<file path="config.mk">
export PLATFORM = sky130hd
export DESIGN_NAME = dmem_lsu_arbiter
export DESIGN_NICKNAME = d
export VERILOG_FILES = /design/src/rtl/dmem_pkg.sv /design/src/rtl/dmem_lsu_arbiter_align.sv /design/src/rtl/dmem_lsu_arbiter.sv
export SDC_FILE = /design/constraint.sdc
export NUM_CORES = 1
export LEC_CHECK = 0
export BUFFER_PORTS_ARGS = -buffer_cell sky130_fd_sc_hd__buf_2
export CAP_MARGIN = 10
export CORE_ASPECT_RATIO = 2
export CORE_MARGIN = 2
export CORE_UTILIZATION = 40
export CTS_CLUSTER_DIAMETER = 100
export DETAILED_ROUTE_END_ITERATION = 16
export GPL_ROUTABILITY_DRIVEN = 0
export PLACE_DENSITY = 0.75
export RECOVER_POWER = 25
export SLEW_MARGIN = 20
export SYNTH_ARGS = -nofsm -noshare
export SYNTH_HDL_FRONTEND = slang
export SYNTH_SLANG_ARGS = --single-unit
</file>
<file path="constraint.sdc">
create_clock -name clk -period 1.85 [get_ports clk]
set_clock_uncertainty 0.1 [all_clocks]
set_input_delay 0.185 -clock clk [delete_from_list [all_inputs] [get_ports clk]]
set_output_delay 0.185 -clock clk [all_outputs]
set_load 0.005 [all_outputs]
</file>
<file path="src/rtl/dmem_pkg.sv">
// Shared encodings and helpers for the data-memory controller: access sizes,
// FSM states, requester identities, alignment and byte-lane helpers.
package dmem_pkg;

  localparam logic [1:0] SZ_B = 2'b00;
  localparam logic [1:0] SZ_H = 2'b01;
  localparam logic [1:0] SZ_W = 2'b10;

  typedef enum logic [1:0] {
    ST_IDLE,
    ST_ACCESS,
    ST_WAIT_RD,
    ST_RESP
  } state_t;

  typedef enum logic {
    SRC_CPU,
    SRC_DBG
  } src_t;

  // Size encoding 11 is never legal; halves need an even lane, words lane 0.
  function automatic logic size_fault(input logic [1:0] size, input logic [1:0] lane);
    logic f;
    case (size)
      SZ_B:    f = 1'b0;
      SZ_H:    f = lane[0];
      SZ_W:    f = |lane;
      default: f = 1'b1;
    endcase
    return f;
  endfunction

  function automatic logic [3:0] lane_mask(input logic [1:0] size, input logic [1:0] lane);
    logic [3:0] base;
    case (size)
      SZ_B:    base = 4'b0001;
      SZ_H:    base = 4'b0011;
      default: base = 4'b1111;
    endcase
    return base << lane;
  endfunction

endpackage

</file>
<file path="src/rtl/dmem_lsu_arbiter_align.sv">
// Purely combinational CPU access shaping: fault detect, byte enables and
// write replication on the request side, lane extract and extend on loads.
module lsu_align
  import dmem_pkg::*;
#(
  parameter int ADDR_W = 8
) (
  input  logic [1:0]         req_size,
  input  logic [1:0]         req_lane,
  input  logic [31:ADDR_W+2] req_addr_hi,
  input  logic [31:0]        req_wdata,
  output logic               req_fault,
  output logic [3:0]         req_be,
  output logic [31:0]        req_wdata_rep,
  input  logic [1:0]         ld_size,
  input  logic [1:0]         ld_lane,
  input  logic               ld_unsigned,
  input  logic [31:0]        ld_raw,
  output logic [31:0]        ld_data
);

  logic [31:0] ld_shift;

  assign req_fault = size_fault(req_size, req_lane) | (|req_addr_hi);
  assign req_be    = lane_mask(req_size, req_lane);
  assign ld_shift  = ld_raw >> {ld_lane, 3'b000};

  // Replicating across lanes lets the memory pick any lane via byte enables.
  always_comb begin
    req_wdata_rep = req_wdata;
    case (req_size)
      SZ_B:    req_wdata_rep = {4{req_wdata[7:0]}};
      SZ_H:    req_wdata_rep = {2{req_wdata[15:0]}};
      default: req_wdata_rep = req_wdata;
    endcase
  end

  always_comb begin
    ld_data = ld_raw;
    case (ld_size)
      SZ_B:    ld_data = {{24{~ld_unsigned & ld_shift[7]}}, ld_shift[7:0]};
      SZ_H:    ld_data = {{16{~ld_unsigned & ld_shift[15]}}, ld_shift[15:0]};
      default: ld_data = ld_raw;
    endcase
  end

endmodule

</file>
<file path="src/rtl/dmem_lsu_arbiter.sv">
// Single-port data-memory controller: round-robin CPU/debug arbitration,
// one access at a time through IDLE->ACCESS->(WAIT_RD)->RESP.
module dmem_lsu_arbiter
  import dmem_pkg::*;
#(
  parameter int ADDR_W = 8
) (
  input  logic              clk,
  input  logic              rst_n,
  input  logic              cpu_req_valid,
  output logic              cpu_req_ready,
  input  logic              cpu_we,
  input  logic [1:0]        cpu_size,
  input  logic              cpu_unsigned,
  input  logic [31:0]       cpu_addr,
  input  logic [31:0]       cpu_wdata,
  output logic              cpu_rsp_valid,
  output logic [31:0]       cpu_rdata,
  output logic              cpu_fault,
  input  logic              dbg_req_valid,
  output logic              dbg_req_ready,
  input  logic              dbg_we,
  input  logic [ADDR_W-1:0] dbg_addr,
  input  logic [31:0]       dbg_wdata,
  output logic              dbg_rsp_valid,
  output logic [31:0]       dbg_rdata,
  output logic              mem_en,
  output logic [3:0]        mem_we,
  output logic [ADDR_W-1:0] mem_addr,
  output logic [31:0]       mem_wdata,
  input  logic [31:0]       mem_rdata
);

  state_t      state;
  src_t        last_grant;
  src_t        src_q;
  logic        we_q;
  logic        uns_q;
  logic [1:0]  size_q;
  logic [1:0]  lane_q;
  logic        cpu_grant;
  logic        dbg_grant;
  logic        req_fault;
  logic [3:0]  req_be;
  logic [31:0] req_wdata_rep;
  logic [31:0] ld_data;

  // On contention the requester not served last time wins.
  assign cpu_grant     = cpu_req_valid & (~dbg_req_valid | (last_grant == SRC_DBG));
  assign dbg_grant     = dbg_req_valid & ~cpu_grant;
  assign cpu_req_ready = (state == ST_IDLE) & cpu_grant;
  assign dbg_req_ready = (state == ST_IDLE) & dbg_grant;

  lsu_align #(.ADDR_W(ADDR_W)) u_align (
    .req_size      (cpu_size),
    .req_lane      (cpu_addr[1:0]),
    .req_addr_hi   (cpu_addr[31:ADDR_W+2]),
    .req_wdata     (cpu_wdata),
    .req_fault     (req_fault),
    .req_be        (req_be),
    .req_wdata_rep (req_wdata_rep),
    .ld_size       (size_q),
    .ld_lane       (lane_q),
    .ld_unsigned   (uns_q),
    .ld_raw        (mem_rdata),
    .ld_data       (ld_data)
  );

  always_ff @(posedge clk or negedge rst_n) begin
    if (!rst_n) begin
      state         <= ST_IDLE;
      last_grant    <= SRC_DBG;
      src_q         <= SRC_CPU;
      we_q          <= 1'b0;
      uns_q         <= 1'b0;
      size_q        <= SZ_B;
      lane_q        <= 2'b00;
      cpu_rsp_valid <= 1'b0;
      cpu_rdata     <= '0;
      cpu_fault     <= 1'b0;
      dbg_rsp_valid <= 1'b0;
      dbg_rdata     <= '0;
      mem_en        <= 1'b0;
      mem_we        <= '0;
      mem_addr      <= '0;
      mem_wdata     <= '0;
    end else begin
      case (state)
        ST_IDLE: begin
          if (cpu_grant) begin
            last_grant <= SRC_CPU;
            src_q      <= SRC_CPU;
            we_q       <= cpu_we;
            uns_q      <= cpu_unsigned;
            size_q     <= cpu_size;
            lane_q     <= cpu_addr[1:0];
            if (req_fault) begin
              // Faults skip the memory entirely and answer next cycle.
              cpu_rsp_valid <= 1'b1;
              cpu_fault     <= 1'b1;
              cpu_rdata     <= '0;
              state         <= ST_RESP;
            end else begin
              mem_en    <= 1'b1;
              mem_addr  <= cpu_addr[ADDR_W+1:2];
              mem_we    <= cpu_we ? req_be : 4'b0000;
              mem_wdata <= req_wdata_rep;
              state     <= ST_ACCESS;
            end
          end else if (dbg_grant) begin
            last_grant <= SRC_DBG;
            src_q      <= SRC_DBG;
            we_q       <= dbg_we;
            mem_en     <= 1'b1;
            mem_addr   <= dbg_addr;
            mem_we     <= dbg_we ? 4'b1111 : 4'b0000;
            mem_wdata  <= dbg_wdata;
            state      <= ST_ACCESS;
          end
        end
        ST_ACCESS: begin
          mem_en <= 1'b0;
          mem_we <= '0;
          if (we_q) begin
            cpu_rsp_valid <= (src_q == SRC_CPU);
            dbg_rsp_valid <= (src_q == SRC_DBG);
            state         <= ST_RESP;
          end else begin
            state <= ST_WAIT_RD;
          end
        end
        ST_WAIT_RD: begin
          if (src_q == SRC_CPU) begin
            cpu_rsp_valid <= 1'b1;
            cpu_rdata     <= ld_data;
          end else begin
            dbg_rsp_valid <= 1'b1;
            dbg_rdata     <= mem_rdata;
          end
          state <= ST_RESP;
        end
        ST_RESP: begin
          cpu_rsp_valid <= 1'b0;
          cpu_rdata     <= '0;
          cpu_fault     <= 1'b0;
          dbg_rsp_valid <= 1'b0;
          dbg_rdata     <= '0;
          state         <= ST_IDLE;
        end
        default: state <= ST_IDLE;
      endcase
    end
  end

endmodule

</file>
==> results of run 1 <==
[state kept, by name (all words and copies together) (netlist names)]
register	flops
lane_q	2
state	2
cpu_rdata	32
src_q	1
uns_q	1
last_grant	1
mem_addr	8
mem_we	4
dbg_rdata	32
mem_en	1
size_q	2
cpu_fault	1
we_q	1
cpu_rsp_valid	1
mem_wdata	32
dbg_rsp_valid	1
[report_power, final]
group	switching, mW	internal (mW)
registers	0.804	3.96
logic	4.11	4.39
clock network	1.25	2.28
[logic make-up after synthesis]
group,Yosys count
adder cells (fa/ha/maj),5
multiplexers,115
buffers and inverters,75
flip-flops,122
AND/OR/NAND/NOR,85
AO/OA/AOI/OAI,191
[worst max-delay path: stages, from the launching register on]
cell      delay (ps)
dfrtp_2          410
buf_4            220
nor2b_1           60
buf_4            160
a22o_1           200
a22oi_1          290
a21boi_0         160
mux2_4           270
[synthesized netlist by cell type (2+ instances only)]
library cell	instances	area [sq um]
a21o_1	4	30.03
a21boi_0	8	60.06
ha_1	5	62.56
a21oi_1	23	115.1
buf_4	2	15.01
buf_6	4	45.04
mux2_1	7	78.83
nor4_1	5	31.28
clkbuf_1	26	97.59
nor3_1	6	30.03
and3_1	2	12.51
mux2_2	34	382.9
nor2_1	21	78.83
buf_2	11	55.05
o21a_1	2	15.01
o221ai_1	6	52.55
o211ai_1	20	150.1
a22oi_1	8	60.06
inv_1	29	108.9
o21bai_1	2	15.01
mux2i_1	73	730.7
a22o_1	41	359.1
nor2b_1	6	37.54
o21ai_0	63	315.3
dfrtp_1	121	3028
nand2_1	38	142.6
[how the worst max path moves through the flow]
stage                          endpoint  slack, ps
after floorplan           cpu_rdata[10]         -7
after global placement        cpu_fault       -180
after detailed placement  cpu_rdata[31]       -230
after CTS                 dbg_req_ready         -1
after global routing      cpu_rdata[14]       -190
final                     cpu_rdata[14]       -120
[timing repair]
action | in CTS | in global routing
cloned | 1 | 8
gates resized for setup | 18 | 41
hold buffers | 63 | 2
endpoints found under the setup margin | 104 | 106
pin swaps | 5 | 5
endpoints found under the hold margin | 175 | 1
buffers inserted | 14 | 5
[layout by cell type, fill, tap and decap left out, types with 24 or more instances in the layout]
master | netlist | layout
a22o_1 | 41 | 41
buf_2 | 11 | 255
buf_4 | 2 | 51
clkbuf_16 | 0 | 24
dfrtp_1 | 121 | 118
dlygate4sd3_1 | 0 | 65
inv_1 | 29 | 27
mux2_2 | 34 | 32
mux2i_1 | 73 | 69
nand2_1 | 38 | 36
o21ai_0 | 63 | 50
[final cells by class]
type                       count  area share
clock inverter                12     0.01713
inverter                      31     0.01163
tap                          201     0.02513
clock buffer                  20     0.04463
sequential                   122      0.3055
timing repair buffer         400      0.2793
multi-input combinational    397      0.3167
[per-stage QoR]
| stage | utilization | cells |
|---|---|---|
| CTS | 0.6179 | 1171 |
| floorplan | - | 593 |
| global route | 0.6376 | 1183 |
| global placement | 0.5250 | 1061 |
| detailed placement | 0.5250 | 1061 |
| finish | 0.6376 | 1183 |
[per-layer routing]
metal / vias to the layer above / part of all wire / GRT usage
li1: 2924 / - / -
met1: 3249 / 0.31 / 0.2616
met2: 460 / 0.56 / 0.5261
met3: 115 / 0.070 / 0.05244
met4: 0 / 0.060 / 0.1606
met5: - / 0 / 0
==> out/summary.txt, run 1 <==
Antenna cell count: 0
FF+latch area: 3058 sq um
RSZ-0062 raised after global routing: yes
Fin. max-slew vios: 0
TritonCTS Sinks: 122
Largest net degree at the start of global routing: 61
Initial Util: 0.4056
FF-to-FF Start: lane_q[0]
CP Launch Point: lane_q[0]
HP Start: dbg_wdata[27]
Kind of critical path: reg2reg
CTS root buf: clkbuf_16
Area grow syn2layout: 57.21%
Final Instance Area: 10010 sq um
Fin Hold WS: 3.800 ps
# DRC: 0
MaxCap Viol Count: 0
Post-route ant nets: 0
Initial antenna violation count: 0
Post-synthesis mux area share: 0.1908
Mapped Area: 6366 sq um
Post-synthesis adder-cell area fraction: 0.009827
Post-synthesis compound-gate area fraction: 0.2072
Fin Setup TNS: -373.3 ps
H-Tree Depth: 4
Period utilisation layout: 1.065
Share of post-route cells with drive strength above 1: 0.4440
Post-Synth Simple-Gate Area: 0.06014
Fmax: 0.5073 GHz
Layout fillers: 1190
Power density over the cells: 1678 nW/um^2
# rows: 65
R2R depth: 7
Req. time, crit path: 2060 ps
I/O pins: 259
Startpoint types: register
Placed Area: 8240 sq um
Number of CTS-inserted buffers: 17
Crit path DAT: 2180 ps
Min Tclk post-route: 1971 ps
Final worst slack: -121.1 ps
Slew @ Worst Pin: 860.8 ps
Final Hold Viols: 0
Hold Path Stages: 4
Post-synth EDFFs: 0
Max Root-Sink Buffers: 2
Clock insertion delay at the later pin of the skew report: 420 ps
Slew headroom: 0.4261
First-pass GRT wire length: 35.51 mm
Die W: 93.21 um
Worst Setup End Kind: register
Main flop type after synthesis: dfrtp_1
Vias/cell: 5.704
Core Box Area: 15700 sq um
Area of the multi-input gates: 3169 sq um
Setup-failing EPs final: 12
Largest family of logic cells by synthesized area: compound AO/OA/AOI/OAI gates
R2R setup slack: -120 ps
Maximum vdd drop: 0.8035 mV
Global Route Usage Sum: 0.2744
Post-detail-place hpwl: 16.35 mm
DR iter-0 viols: 419
Cells after Synth: 593
CP Max Fanout: 9
CTS tree: done
Vias in the first global route: 6849
Gr ovfl total: 0
Die height: 182.4 um
WL final: 25.37 mm
Failing checks: setup timing
XOR/XNOR Fraction of Synth Area: 0
WL/cell: 21.44 um
Reg clk slew, reported paths: 60 ps
Hold Crit Class: in2reg
Async SR Flop Fraction: 1.000
Die ar.: 17000 sq um
Layout Nets: 1119
Synth Net Count: 743
Hold EP: mem_wdata[27]
Synth cell types: 52
Synth warn: 0
1st-pass router iterations: 5
FF+latch count, synth: 122
IO buf count: 258
R2R Path End: cpu_rdata[14]
Synthesized area per cell: 10.74 sq um
Register area share after synthesis: 0.4798
Place WS: -234.7 ps
Total power: 16.80 mW
Status: complete, but fails checks
Leakage power: 5.095 nW
Via Count: 6748
(Power assumes the default switching activity.)
==> inputs of run 2 (changes only) <==
Settings changed: REMOVE_ABC_BUFFERS set to 1.
==> out/summary.txt, run 2 (synthesis gave the netlist of run 1 again) <==
Core Box Area: 15700 sq um (unchanged)
IO buf count: 258 (unchanged)
H-Tree Depth: 4 (unchanged)
Clock insertion delay at the later pin of the skew report: 430 ps (was 420 ps)
Final worst slack: -5.744 ps (was -121.1 ps)
Number of CTS-inserted buffers: 17 (unchanged)
Dpl cells: 1073 (was 1061)
Sequential power share: 0.300 (was 0.284)
Slowest CP cell: dfrtp_1 (was dfrtp_2)
Fin Hold WS: 4.890 ps (was 3.800 ps)
Placed Area: 8265 sq um (was 8240 sq um)
CP most frequent cell: buf_6 (was buf_4)
Initial antenna violation count: 2 (was 0)
CP Max Fanout: 4 (was 9)
Failing checks: setup timing (unchanged)
Post-route ant nets: 0 (unchanged)
Req. time, crit path: 1560 ps (was 2060 ps)
Fmax: 0.5389 GHz (was 0.5073 GHz)
RSZ-0062 raised after global routing: yes (unchanged)
CP peak stage delay: 350 ps (was 410 ps)
First-pass GRT wire length: 35.67 mm (was 35.51 mm)
Global Route Usage Sum: 0.2743 (was 0.2744)
Fin Setup TNS: -5.744 ps (was -373.3 ps)
Vias/cell: 5.452 (was 5.704)
Status: complete, but fails checks (unchanged)
Critical Path Stages: 7 (unchanged)
Hold Path Stages: 4 (unchanged)
Post-route non-filler standard cell count: 1184 (was 1183)
Worst Setup End Kind: output port (was register)
Maximum vdd drop: 0.8127 mV (was 0.8035 mV)
Die ar.: 17000 sq um (unchanged)
Reg clk slew, reported paths: 60 ps (about the same)
CTS tree: done (unchanged)
Internal cell power: 10.05 mW (was 10.63 mW)
# rows: 65 (unchanged)
Worst path cell trace: inv_2, buf_6, ha_4, buf_6, o211ai_1, inv_1, buf_2 (was buf_4, nor2b_1, buf_4, a22o_1, a22oi_1, a21boi_0, mux2_4)
R2R depth: 6 (was 7)
Sum of buffers and inverters on the critical path: 5 (was 2)
Crit path DAT: 1570 ps (was 2180 ps)
Commonest non-fill, non-tap cell in the layout: buf_2 (unchanged)
DR iter-0 viols: 317 (was 419)
CTS root buf: clkbuf_16 (unchanged)
Hold Crit Class: in2reg (unchanged)
MaxCap Viol Count: 0 (unchanged)
Startpoint types: register (unchanged)
Most frequent cells in the layout: buf_2, dfrtp_1, mux2i_1, dlygate4sd3_1, o21ai_0 (was buf_2, dfrtp_1, mux2i_1, dlygate4sd3_1, buf_4)
Fin. max-slew vios: 0 (unchanged)
Final Instance Area: 9802 sq um (was 10010 sq um)
Period utilisation layout: 1.003 (was 1.065)
Die height: 182.4 um (unchanged)
# DRC: 0 (unchanged)
Power density over the cells: 1620 nW/um^2 (was 1678 nW/um^2)
Vias in the first global route: 6898 (was 6849)
Kind of critical path: reg2out (was reg2reg)
Layout Nets: 1118 (was 1119)
TritonCTS Sinks: 122 (unchanged)
Layout fillers: 1223 (was 1190)
Critical path's top delay family: buffers and inverters (was compound AO/OA/AOI/OAI gates)
Share of post-route cells with drive strength above 1: 0.4404 (was 0.4440)
Largest registers: cpu_rdata (32), dbg_rdata (32), mem_wdata (32) (unchanged)
Area grow syn2layout: 53.97% (was 57.21%)
Die W: 93.21 um (unchanged)
Slew @ Worst Pin: 745.1 ps (was 860.8 ps)
Largest net degree at the start of global routing: 55 (was 61)
I/O pins: 259 (unchanged)
Gr ovfl total: 0 (unchanged)
Post-detail-place hpwl: 16.32 mm (was 16.35 mm)
Setup-failing EPs final: 1 (was 12)
WL/cell: 19.61 um (was 21.44 um)
Via Count: 6455 (was 6748)
1st-pass router iterations: 5 (unchanged)
Sw power: 5.830 mW (was 6.165 mW)
Combinational power share: 0.489 (was 0.506)
Min Tclk post-route: 1856 ps (was 1971 ps)
Clock share of power: 0.210 (about the same)
Switching portion of total power: 0.3671 (was 0.3670)
Final Hold Viols: 0 (unchanged)
WL final: 23.22 mm (was 25.37 mm)
Max Root-Sink Buffers: 2 (unchanged)
Initial Util: 0.4056 (unchanged)
Total power: 15.88 mW (was 16.80 mW)
Leakage power: 5.034 nW (was 5.095 nW)
Slew headroom: 0.5033 (was 0.4261)
## run 2: metal layers
metal  global-route usage  wire [um]
met5                    0          0
met4               0.1694       1265
met3              0.06936       1538
met2               0.5006      12620
met1               0.2696       7798
## run 2: layout make-up
type | instances | area (sq um) | area share
clock buffer | 18 | 439.2 | 0.04480
tap | 201 | 251.5 | 0.02566
clock inverter | 14 | 148.9 | 0.01519
inverter | 31 | 116.4 | 0.01187
timing repair buffer | 399 | 2684 | 0.2738
antenna | 2 | 5.005 | 0.0005106
sequential | 122 | 3057 | 0.3118
multi-input combinational | 397 | 3100 | 0.3163
## run 2: timing repair
| item | 4_1_cts | 5_1_grt |
|---|---|---|
| endpoints found under the setup margin | 103 | 101 |
| buffers inserted | 5 | 6 |
| hold buffers | 64 | 0 |
| resized for setup | 17 | 35 |
| endpoints found under the hold margin | 159 | 0 |
| pin swaps | 4 | 3 |
| gates cloned | 1 | 1 |
## run 2: tightest hold or removal path: stages
cell and delay, ps:
buf_2 70, nand2_1 40, o21ai_0 60, mux2_2 150
## run 2: power groups by stage
stage                     sequential, mW  combinational, mW  clock (mW)
after global placement              4.75               6.60           0
after CTS                           4.75               7.38        3.37
after detailed placement            4.76               6.77           0
final                               4.77               7.77        3.34
after global routing                4.90               8.42        3.49
after floorplan                     4.83               3.34           0
## run 2: path summary, 6_finish.rpt
| path | startpoint | to | slack, ps |
|---|---|---|---|
| worst min-delay path | dbg_wdata[25] | mem_wdata[25] | 5 |
| worst max register to register | last_grant | cpu_rdata[11] | 10 |
| worst max-delay path | state[0] | cpu_req_ready | -6 |
| worst min register to register | cpu_rdata[15] | cpu_rdata[15] | 390 |
| min in group asynchronous | rst_n | cpu_rdata[22] | 250 |
| max in group asynchronous | rst_n | mem_wdata[12] | 250 |
## run 2: per-stage QoR
stage / util / setup WS, ps
final: 0.6245 / -5.744
after detailed placement: 0.5266 / -337.4
after CTS: 0.6146 / 1.700
after global placement: 0.5266 / -274.1
after floorplan: - / -1702
after global routing: 0.6245 / -71.06
